<file path="src/rtl/lrx_cal_pkg.sv">
// Shared types for the LRX receive-delay calibration sequencer.
//   cal_state_e : sweep FSM states
//   trk_t       : window tracker record (current run start, best window, run flag)
//   TAP_W_DEF   : tap width the tracker record is sized for
package lrx_cal_pkg;

   localparam int unsigned TAP_W_DEF = 9;

   typedef enum logic [3:0] {
      StIdle,
      StVtcLow,
      StLoad,
      StLoadWait,
      StVtcHigh,
      StEval,
      StStep,
      StFinal,
      StDone
   } cal_state_e;

   typedef struct packed {
      logic [TAP_W_DEF-1:0] run_start;
      logic [TAP_W_DEF-1:0] best_start;
      logic [TAP_W_DEF-1:0] best_end;
      logic                 in_run;
   } trk_t;

endpackage

</file>
<file path="src/rtl/cal_window_tracker.sv">
// Longest-contiguous-passing-window tracker for the tap sweep.
//   clk, rst   : app_clk, async active-high reset
//   clear      : drop all history (start of a calibration)
//   eval       : one sweep point result is presented this cycle
//   pass, tap  : result and tap value of that point
//   best_start / best_end / best_width : best window so far (width = end - start)
//   any_pass   : at least one passing point has been recorded
module cal_window_tracker
   import lrx_cal_pkg::*;
(
   input  logic                 clk,
   input  logic                 rst,
   input  logic                 clear,
   input  logic                 eval,
   input  logic                 pass,
   input  logic [TAP_W_DEF-1:0] tap,
   output logic [TAP_W_DEF-1:0] best_start,
   output logic [TAP_W_DEF-1:0] best_end,
   output logic [TAP_W_DEF-1:0] best_width,
   output logic                 any_pass
);

   trk_t trk_q, trk_d;
   logic any_q, any_d;
   logic [TAP_W_DEF-1:0] cur_start;
   logic [TAP_W_DEF-1:0] cur_width;

   // A pass outside a run opens a new run at this tap.
   assign cur_start = trk_q.in_run ? trk_q.run_start : tap;
   assign cur_width = tap - cur_start;

   assign best_start = trk_q.best_start;
   assign best_end   = trk_q.best_end;
   assign best_width = trk_q.best_end - trk_q.best_start;
   assign any_pass   = any_q;

   always_comb begin
      trk_d = trk_q;
      any_d = any_q;
      if (clear) begin
         trk_d = '0;
         any_d = 1'b0;
      end else if (eval) begin
         if (pass) begin
            trk_d.run_start = cur_start;
            trk_d.in_run    = 1'b1;
            // Strict compare keeps the earlier of two equal windows.
            if (!any_q || (cur_width > best_width)) begin
               trk_d.best_start = cur_start;
               trk_d.best_end   = tap;
               any_d            = 1'b1;
            end
         end else begin
            trk_d.in_run = 1'b0;
         end
      end
   end

   always_ff @(posedge clk or posedge rst) begin
      if (rst) begin
         trk_q <= '0;
         any_q <= 1'b0;
      end else begin
         trk_q <= trk_d;
         any_q <= any_d;
      end
   end

endmodule

</file>
<file path="src/rtl/iodelay_tap_sweep_ctrl.sv">
// Per-lane IODELAY tap sweep and centring sequencer (app_clk domain).
// For each sweep point: drop EN_VTC, load the tap, raise EN_VTC, sample the
// checker's sticky error; afterwards load the centre of the longest passing window.
//   clk, rst        : app_clk, async active-high reset
//   start_i         : calibration start pulse (ignored while busy_o)
//   error_sb_i      : sticky lane error, cleared by the checker on EN_VTC fall
//   en_vtc_o        : EN_VTC to delay element and checker
//   dly_load_o      : one-cycle delay load strobe
//   dly_cntvalue_o  : tap to load, stable between loads
//   busy_o, done_o, fail_o : status (fail_o valid with done_o)
//   win_start_o, win_end_o, final_tap_o : calibration result
module iodelay_tap_sweep_ctrl
   import lrx_cal_pkg::*;
#(
   parameter int unsigned TAP_W      = TAP_W_DEF,
   parameter int unsigned TAP_MAX    = 511,
   parameter int unsigned TAP_STEP   = 8,
   parameter int unsigned SETTLE_CYC = 16,
   parameter int unsigned CHECK_CYC  = 256,
   parameter int unsigned MIN_WINDOW = 16
) (
   input  logic             clk,
   input  logic             rst,
   input  logic             start_i,
   input  logic             error_sb_i,
   output logic             en_vtc_o,
   output logic             dly_load_o,
   output logic [TAP_W-1:0] dly_cntvalue_o,
   output logic             busy_o,
   output logic             done_o,
   output logic             fail_o,
   output logic [TAP_W-1:0] win_start_o,
   output logic [TAP_W-1:0] win_end_o,
   output logic [TAP_W-1:0] final_tap_o
);

   localparam int unsigned TmrMax = (CHECK_CYC > SETTLE_CYC) ? CHECK_CYC : SETTLE_CYC;
   localparam int unsigned TmrW   = $clog2(TmrMax);
   localparam logic [TmrW-1:0] SettleLd = TmrW'(SETTLE_CYC - 1);
   localparam logic [TmrW-1:0] CheckLd  = TmrW'(CHECK_CYC - 1);

   // The tracker record in the package is sized for the default tap width.
   if (TAP_W != TAP_W_DEF) begin : g_bad_tap_w
      $error("TAP_W must equal lrx_cal_pkg::TAP_W_DEF");
   end

   cal_state_e       state_q, state_d;
   logic [TAP_W-1:0] tap_q, tap_d;
   logic [TAP_W-1:0] cnt_q, cnt_d;
   logic [TAP_W-1:0] final_tap_q, final_tap_d;
   logic [TmrW-1:0]  timer_q, timer_d;
   logic             final_phase_q, final_phase_d;
   logic             sample_q, sample_d;
   logic             done_q, done_d;
   logic             fail_q, fail_d;

   logic             trk_clear, trk_eval;
   logic [TAP_W-1:0] best_start, best_end, best_width, centre;
   logic             any_pass, win_fail, tap_over;
   logic [TAP_W:0]   tap_next;

   // One extra bit so the last-point test cannot wrap.
   assign tap_next = {1'b0, tap_q} + (TAP_W+1)'(TAP_STEP);
   assign tap_over = tap_next > (TAP_W+1)'(TAP_MAX);
   assign centre   = best_start + (best_width >> 1);
   assign win_fail = !any_pass || (best_width < TAP_W'(MIN_WINDOW));
   assign trk_eval = (state_q == StEval) && !final_phase_q;

   cal_window_tracker u_tracker (
      .clk        (clk),
      .rst        (rst),
      .clear      (trk_clear),
      .eval       (trk_eval),
      .pass       (!sample_q),
      .tap        (tap_q),
      .best_start (best_start),
      .best_end   (best_end),
      .best_width (best_width),
      .any_pass   (any_pass)
   );

   always_comb begin
      state_d       = state_q;
      tap_d         = tap_q;
      cnt_d         = cnt_q;
      final_tap_d   = final_tap_q;
      timer_d       = (timer_q != '0) ? timer_q - 1'b1 : timer_q;
      final_phase_d = final_phase_q;
      sample_d      = sample_q;
      done_d        = done_q;
      fail_d        = fail_q;
      trk_clear     = 1'b0;
      case (state_q)
         StIdle, StDone: begin
            if (start_i) begin
               state_d       = StVtcLow;
               tap_d         = '0;
               timer_d       = SettleLd;
               final_phase_d = 1'b0;
               done_d        = 1'b0;
               fail_d        = 1'b0;
               final_tap_d   = '0;
               trk_clear     = 1'b1;
            end else if (state_q == StDone) begin
               state_d = StIdle;
            end
         end
         StVtcLow: begin
            if (timer_q == '0) begin
               state_d = StLoad;
               cnt_d   = tap_q;
            end
         end
         StLoad: begin
            state_d = StLoadWait;
            timer_d = SettleLd;
         end
         StLoadWait: begin
            if (timer_q == '0) begin
               state_d = StVtcHigh;
               timer_d = CheckLd;
            end
         end
         StVtcHigh: begin
            if (timer_q == '0) begin
               state_d  = StEval;
               sample_d = error_sb_i;
            end
         end
         StEval: state_d = StStep;
         StStep: begin
            if (final_phase_q) begin
               state_d     = StDone;
               done_d      = 1'b1;
               final_tap_d = tap_q;
            end else if (tap_over) begin
               state_d = StFinal;
            end else begin
               state_d = StVtcLow;
               tap_d   = tap_next[TAP_W-1:0];
               timer_d = SettleLd;
            end
         end
         StFinal: begin
            if (win_fail) begin
               state_d     = StDone;
               done_d      = 1'b1;
               fail_d      = 1'b1;
               final_tap_d = '0;
            end else begin
               state_d       = StVtcLow;
               tap_d         = centre;
               final_phase_d = 1'b1;
               timer_d       = SettleLd;
            end
         end
         default: state_d = StIdle;
      endcase
   end

   always_ff @(posedge clk or posedge rst) begin
      if (rst) begin
         state_q       <= StIdle;
         tap_q         <= '0;
         cnt_q         <= '0;
         final_tap_q   <= '0;
         timer_q       <= '0;
         final_phase_q <= 1'b0;
         sample_q      <= 1'b0;
         done_q        <= 1'b0;
         fail_q        <= 1'b0;
      end else begin
         state_q       <= state_d;
         tap_q         <= tap_d;
         cnt_q         <= cnt_d;
         final_tap_q   <= final_tap_d;
         timer_q       <= timer_d;
         final_phase_q <= final_phase_d;
         sample_q      <= sample_d;
         done_q        <= done_d;
         fail_q        <= fail_d;
      end
   end

   // EN_VTC is decoded from state so it only moves on transitions and is low around loads.
   assign en_vtc_o       = !(state_q inside {StVtcLow, StLoad, StLoadWait});
   assign dly_load_o     = (state_q == StLoad);
   assign busy_o         = !(state_q inside {StIdle, StDone});
   assign dly_cntvalue_o = cnt_q;
   assign done_o         = done_q;
   assign fail_o         = fail_q;
   assign final_tap_o    = final_tap_q;
   assign win_start_o    = best_start;
   assign win_end_o      = best_end;

endmodule

</file>
<file path="config.mk">
export PLATFORM = sky130hd
export DESIGN_NAME = iodelay_tap_sweep_ctrl
export DESIGN_NICKNAME = d
export VERILOG_FILES = /design/src/rtl/lrx_cal_pkg.sv /design/src/rtl/cal_window_tracker.sv /design/src/rtl/iodelay_tap_sweep_ctrl.sv
export SDC_FILE = /design/constraint.sdc
export NUM_CORES = 1
export LEC_CHECK = 0
export CAP_MARGIN = 0
export CORE_ASPECT_RATIO = 0.7
export CORE_UTILIZATION = 62
export CTS_CLUSTER_SIZE = 14
export DETAILED_ROUTE_END_ITERATION = 12
export PLACE_DENSITY = 0.85
export SLEW_MARGIN = 20
export SYNTH_ARGS = -nofsm -noshare
export SYNTH_HDL_FRONTEND = slang
export SYNTH_SLANG_ARGS = --single-unit
</file>
<file path="constraint.sdc">
create_clock -name clk -period 6.9 [get_ports clk]
set_input_delay 1.38 -clock clk [delete_from_list [all_inputs] [get_ports clk]]
set_output_delay 1.38 -clock clk [all_outputs]
set_load 0.005 [all_outputs]
</file>
After elaboration in Yosys (flattened, before gate mapping)
Cells that the tools add are included.

cells by class
  add/subtract/negate cells = 5
  divide/modulo/power cells = 0
  reduce and logical (&&, ||, !) cells = 26
  mux-type cells = 43
  multiply operators = 0
  order comparisons = 3
  equal/unequal tests = 19
  bitwise logic cells = 0
  shift operators = 0

operators with widths
  operator                count
  $mux W9                 7
  $mux W28                2
  $pmux W9 S3             2
  $mux W8                 6
  $pmux W8 S5             1
  $pmux W4 S8             1
  $mux W4                 7
  $mux W27                1
  $mux W18                1
  $ne A2 B2 Y1 const B    9
  $sub A9 B9 Y9           2
  $eq A4 B3 Y1 const B    4
  $mux W1                 11
  $add A9 B4 Y10 const B  1
  $gt A10 B9 Y1 const B   1
  $add A9 B8 Y9           1
  $gt A9 B9 Y1            1
  $lt A9 B5 Y1 const B    1
  $reduce_and A3 Y1       3
  $eq A4 B2 Y1 const B    2
  $logic_not A8 Y1        1
  $reduce_and A4 Y1       2
  $reduce_bool A2 Y1      4
  $reduce_bool A8 Y1      1
  other kinds (16)        24

storage, ports and cells
  bits in read-only memories = 0
  logic and storage cells = 110
  bits of input ports = 4
  bits in latches = 0
  output and inout port bits = 41
  memories = 0
  register bits = 72
  bits in writable memories = 0

Longest topological paths before layout
  depth in word-level cells = 8
  gate-level depth with buffers = 21
  mapped depth without buffers = 18

By module
A second synthesis with hierarchy kept.

second synthesis, totals
  cells, all modules = 539
  area total of the unflattened synthesis = 5006.1 um^2

by module, submodules not included
  module                  cells each  instances  area an instance (um^2)
  iodelay_tap_sweep_ctrl  275         1          2580.0
  cal_window_tracker      264         1          2426.1

Least setup slack after synthesis
OpenSTA, ideal clock, no wires.

  kind = register to register
  from = register u_tracker.trk_q[0] (netlist name)
  to = register u_tracker.trk_q (netlist bit u_tracker.best_start[3])
  cell stages (with the launch flop) = 21
  required time = 6.817 ns
  path buffers = 3
  arrival time = 3.816 ns
  setup slack = 3.002 ns
  cells stage by stage = dfrtp_1 > clkbuf_1 > clkbuf_1 > mux2i_1 > inv_1 > ha_1 > fa_1 > nand3b_1 > nand2_1 > nand3_1 > nand2_1 > xor2_1 > ha_1 > a21oi_1 > nor2b_1 > o21ai_0 > nand3b_1 > o21ai_1 > clkbuf_1 > nand3_1 > o21ai_0

on the way
  longest elaborated chain between the ends = 6

ends and longest elaborated chain
  element                              RTL line                  text
  start: declaration                   cal_window_tracker.sv:23  trk_t trk_q, trk_d;
  start signal: assignment             cal_window_tracker.sv:64  trk_q <= trk_d;
  $mux W9 *                            cal_window_tracker.sv:29  assign cur_start = trk_q.in_run ? trk_q.run_start : tap;
  $sub A9 B9 Y9                        cal_window_tracker.sv:30  assign cur_width = tap - cur_start;
  $gt A9 B9 Y1                         cal_window_tracker.sv:48  if (!any_q || (cur_width > best_width)) begin
  $logic_or A1 B1 Y1                   cal_window_tracker.sv:48
  $reduce_bool A2 Y1 (no source line)  --
  $reduce_and A3 Y1 (no source line)   --

Mark *: on every way between the ends. The rest lies on a longest branch, timed or not. The select of a mux whose other input is x is not followed.
A chain may end at the register's enable or synchronous reset.

Final worst setup path
  from = register u_tracker.trk_q[0] (netlist name)
  to = register u_tracker.trk_q (netlist bit u_tracker.best_start[0])

The elaborated chain is that of the path after synthesis.

==> summary.txt <==
Place
  – Routability cong.: 0.896
  – Dpl hpwl: 8.23 mm
  – DP Area: 0.00512 mm2
  – I/O Buffers: 44

Drt
  – DRC violation count after routing: 0
  – DR vias: 4057
  – DR vias/cell: 6.36
  – DRT antenna net count: 0
  – WL per Instance: 18.2 um
  – First-pass DRT Iterations: 5
  – Initial DRC count: 364
  – Total wire length: 11.6 mm

Logic synthesis
  – Largest family of logic cells by synthesized area: compound AO/OA/AOI/OAI gates
  – Post-synth EDFFs: 0
  – Post-synth top area cell: dfrtp_1
  – Synth Flop Type: dfrtp_1
  – Area contributors post-synth: dfrtp_1 (38%), ha_1 (10%), o21ai_0 (5.4%)
  – Sequential area share after synthesis: 0.377
  – Count leader, synth: dfrtp_1
  – Post-Syn Area: 0.00478 mm2
  – Post-Syn Instances: 525
  – Simple-Gate Fraction of Synth Area: 0.156
  – #FFs+latches synth: 72
  – Warnings, synthesis: 0
  – Post-Synth XOR/XNOR Area: 0.0367
  – Syn_area_per_cell: 9.10 um2
  – Synth top area share: 0.377
  – Synth top cells by count: dfrtp_1 (72), o21ai_0 (52), ha_1 (38)
  – Proportion of synthesized area in mux cells: 0.0301
  – Post-Syn Nets: 570
  – Post-Synth Adder-Cell Area: 0.112
  – Yosys cell types: 64
  – Ys async rst share: 1.00
  – Synth Area in Compound Gates: 0.210

Pwr
  – Static leakage: 2.37 nW
  – Power per cell area: 167 mW/mm2
  – Int Power: 625 uW
  – Sw Share: 0.289
  – Clk network pwr share: 0.321
  – Sequential share of power: 0.518
  – Comb power frac: 0.161
  – P_sw: 255 uW
  – Tot Pwr: 880 uW
  – Worst vdd ir: 0.136 mV

Worst setup path
  – CP endpoint kind: flop
  – Crit Path Category: reg2reg
  – Crit path launch type: flop
  – CP Max Fanout: 36
  – CP endpoint: u_tracker.best_start[0]
  – Setup crit start: u_tracker.trk_q[0]
  – Reg2reg setup slack: 2.71 ns
  – Most frequent CP cell: o21ai_0
  – Reg2reg path depth: 16
  – CP top delay family: compound AO/OA/AOI/OAI gates
  – Crit path cell chain: mux2i_1, ha_1, nor2b_1, o21ai_0, nand2b_1, a21o_1, nand2_1, a21oi_1, xor2_1, ha_1, nor2b_1, o21ai_0, nand3b_1, o21ai_4, nand3_1, o21ai_0
  – CP max stage delay: 0.75 ns
  – Data required, critical path: 7.17 ns
  – Worst path slowest cell: dfrtp_1
  – CP Depth: 16
  – R2R Path End: u_tracker.best_start[0]
  – Worst path arrival time: 4.46 ns
  – Reg2reg start: u_tracker.trk_q[0]
  – CP bufs+invs: 0

Global route
  – Largest net degree at the start of global routing: 73
  – First-pass GRT wire length: 18.5 mm
  – GRT Overall Usage: 0.303
  – Vias in the first global route: 3816
  – Antenna violations before repair: 1
  – GRT Residual Overflow: 0

Timing
  – Worst-margin pin slew: 0.918 ns
  – Relative max-transition margin: 0.388
  – FMAX: 0.239 GHz
  – Setup TNS: 0 ns
  – RSZ-0062 raised after global routing: false
  – Max-slew violation count: 0
  – Final period util: 0.607
  – Final setup fails: 0
  – Clock skew: 0.0101 ns
  – Final hold slack: 0.481 ns
  – Period minus WS final: 4.19 ns
  – Final hold violation count: 0

CTS
  – Cts bufs inserted: 9
  – Resized Gates After CTS: 0
  – H-tree Lvls: 3
  – Skew-Pair Late Insertion Delay: 0.36 ns
  – CTS sink cnt: 72
  – Setup repair bufs after CTS: 0
  – Clk slew on worst S/H paths: 0.07 ns
  – Clock Path Buffers: 2
  – CTS tree: built
  – # hold bufs at CTS: 0
  – Clock root buffer: clkbuf_8

Floorplan
  – Ports: 45
  – Num rows: 26
  – Die height: 75.4 um
  – CORE AREA: 0.00738 mm2
  – Die Wd: 107 um
  – Initial core utilization: 0.647
  – Die Footprint: 0.00807 mm2

Cells and area
  – Final instance area: 0.00528 mm2
  – Fin nets: 584
  – Layout cells sized above 1: 0.0519
  – Final core occ: 0.715
  – Ant. Diodes: 0
  – Area growth, synth to finish: 10.5%

Flow run
  – Max-capacitance violation count: 0

Outcome
  – Outcome: finished clean

Min path
  – Hold Crit Class: reg2reg
kinds of logic (layout without fill, tap and decap cells):
| kind of cell | after synthesis | in the layout |
|---|---|---|
| compound gates | 150 | 150 |
| simple gates | 149 | 149 |
| buf+inv | 79 | 94 |
| flops | 72 | 72 |
| fa+ha+maj | 41 | 41 |
| xor+xnor | 20 | 20 |
| mux | 14 | 14 |
metrics by stage:
step / worst slack [ns] / std cells
floorplan: 3.00 / 525
global placement: 2.77 / 626
detailed placement: 2.54 / 626
CTS: 2.49 / 638
global route: 2.42 / 638
finish: 2.71 / 638
flip-flops by register name, summed over array words and instances, names as in the netlist, 4 cells and up:
| signal | cells |
|---|---|
| u_tracker.best_start | 9 |
| u_tracker.best_end | 9 |
| final_tap_o | 9 |
| timer_q | 8 |
| tap_q | 9 |
| u_tracker.trk_q | 10 |
| state_q | 4 |
| dly_cntvalue_o | 9 |
power by group through the flow:
stage,Clock (mW),Sequential [mW],Combinational (mW)
after global routing,0.299,0.458,0.160
after CTS,0.285,0.456,0.141
after floorplan,0,0.453,0.111
after global placement,0,0.462,0.134
final,0.282,0.456,0.142
after detailed placement,0,0.463,0.140
layout make-up:
type	instances	area (um2)
clock buffer	11	141
clock inverter	1	7.51
fill	578	2110
inverter	37	139
multi-input combinational	374	2620
sequential	72	1800
tap	98	123
timing repair buffer	45	448
worst register-to-register path, delay by kind of cell, from the launching register on:
kind                     cells  cell delay, ns
AND/OR/NAND/NOR              6            0.77
XOR/XNOR                     1            0.16
AO/OA/AOI/OAI                6            1.44
adder cells (fa/ha/maj)      2            0.58
flip-flops                   1            0.75
multiplexers                 1            0.40
per-layer routing:
metal,part of all wire,global-route usage,routed length (um),up-vias
li1,-,-,-,1893
met1,0.47,0.420,5470,1968
met2,0.45,0.480,5170,171
met3,0.068,0.0778,788,23
met4,0.014,0.0807,157,2
met5,0.0012,0,14,-
how the worst min path moves through the flow:
| stage | from | slack (ns) | cells past startpoint | end |
|---|---|---|---|---|
| floorplan | u_tracker.trk_q[19] | 0.47 | 2 | u_tracker.trk_q[19] |
| global placement | dly_cntvalue_o[2] | 0.46 | 2 | dly_cntvalue_o[2] |
| detailed placement | dly_cntvalue_o[7] | 0.47 | 2 | dly_cntvalue_o[7] |
| CTS | dly_cntvalue_o[7] | 0.49 | 2 | dly_cntvalue_o[7] |
| global route | dly_cntvalue_o[7] | 0.50 | 2 | dly_cntvalue_o[7] |
| finish | dly_cntvalue_o[7] | 0.48 | 2 | dly_cntvalue_o[7] |
layout by cell type (no fill, tap or decap), types with 11 or more instances in the layout:
cell and instances:
dfrtp_1 72, o21ai_0 52, clkdlybuf4s50_1 44, ha_1 38
inv_1 36, nand3_1 35, nor2_1 31, nand2_1 29
a21oi_1 25, mux2i_1 11
Note: power is estimated with default switching activity, not from simulation.
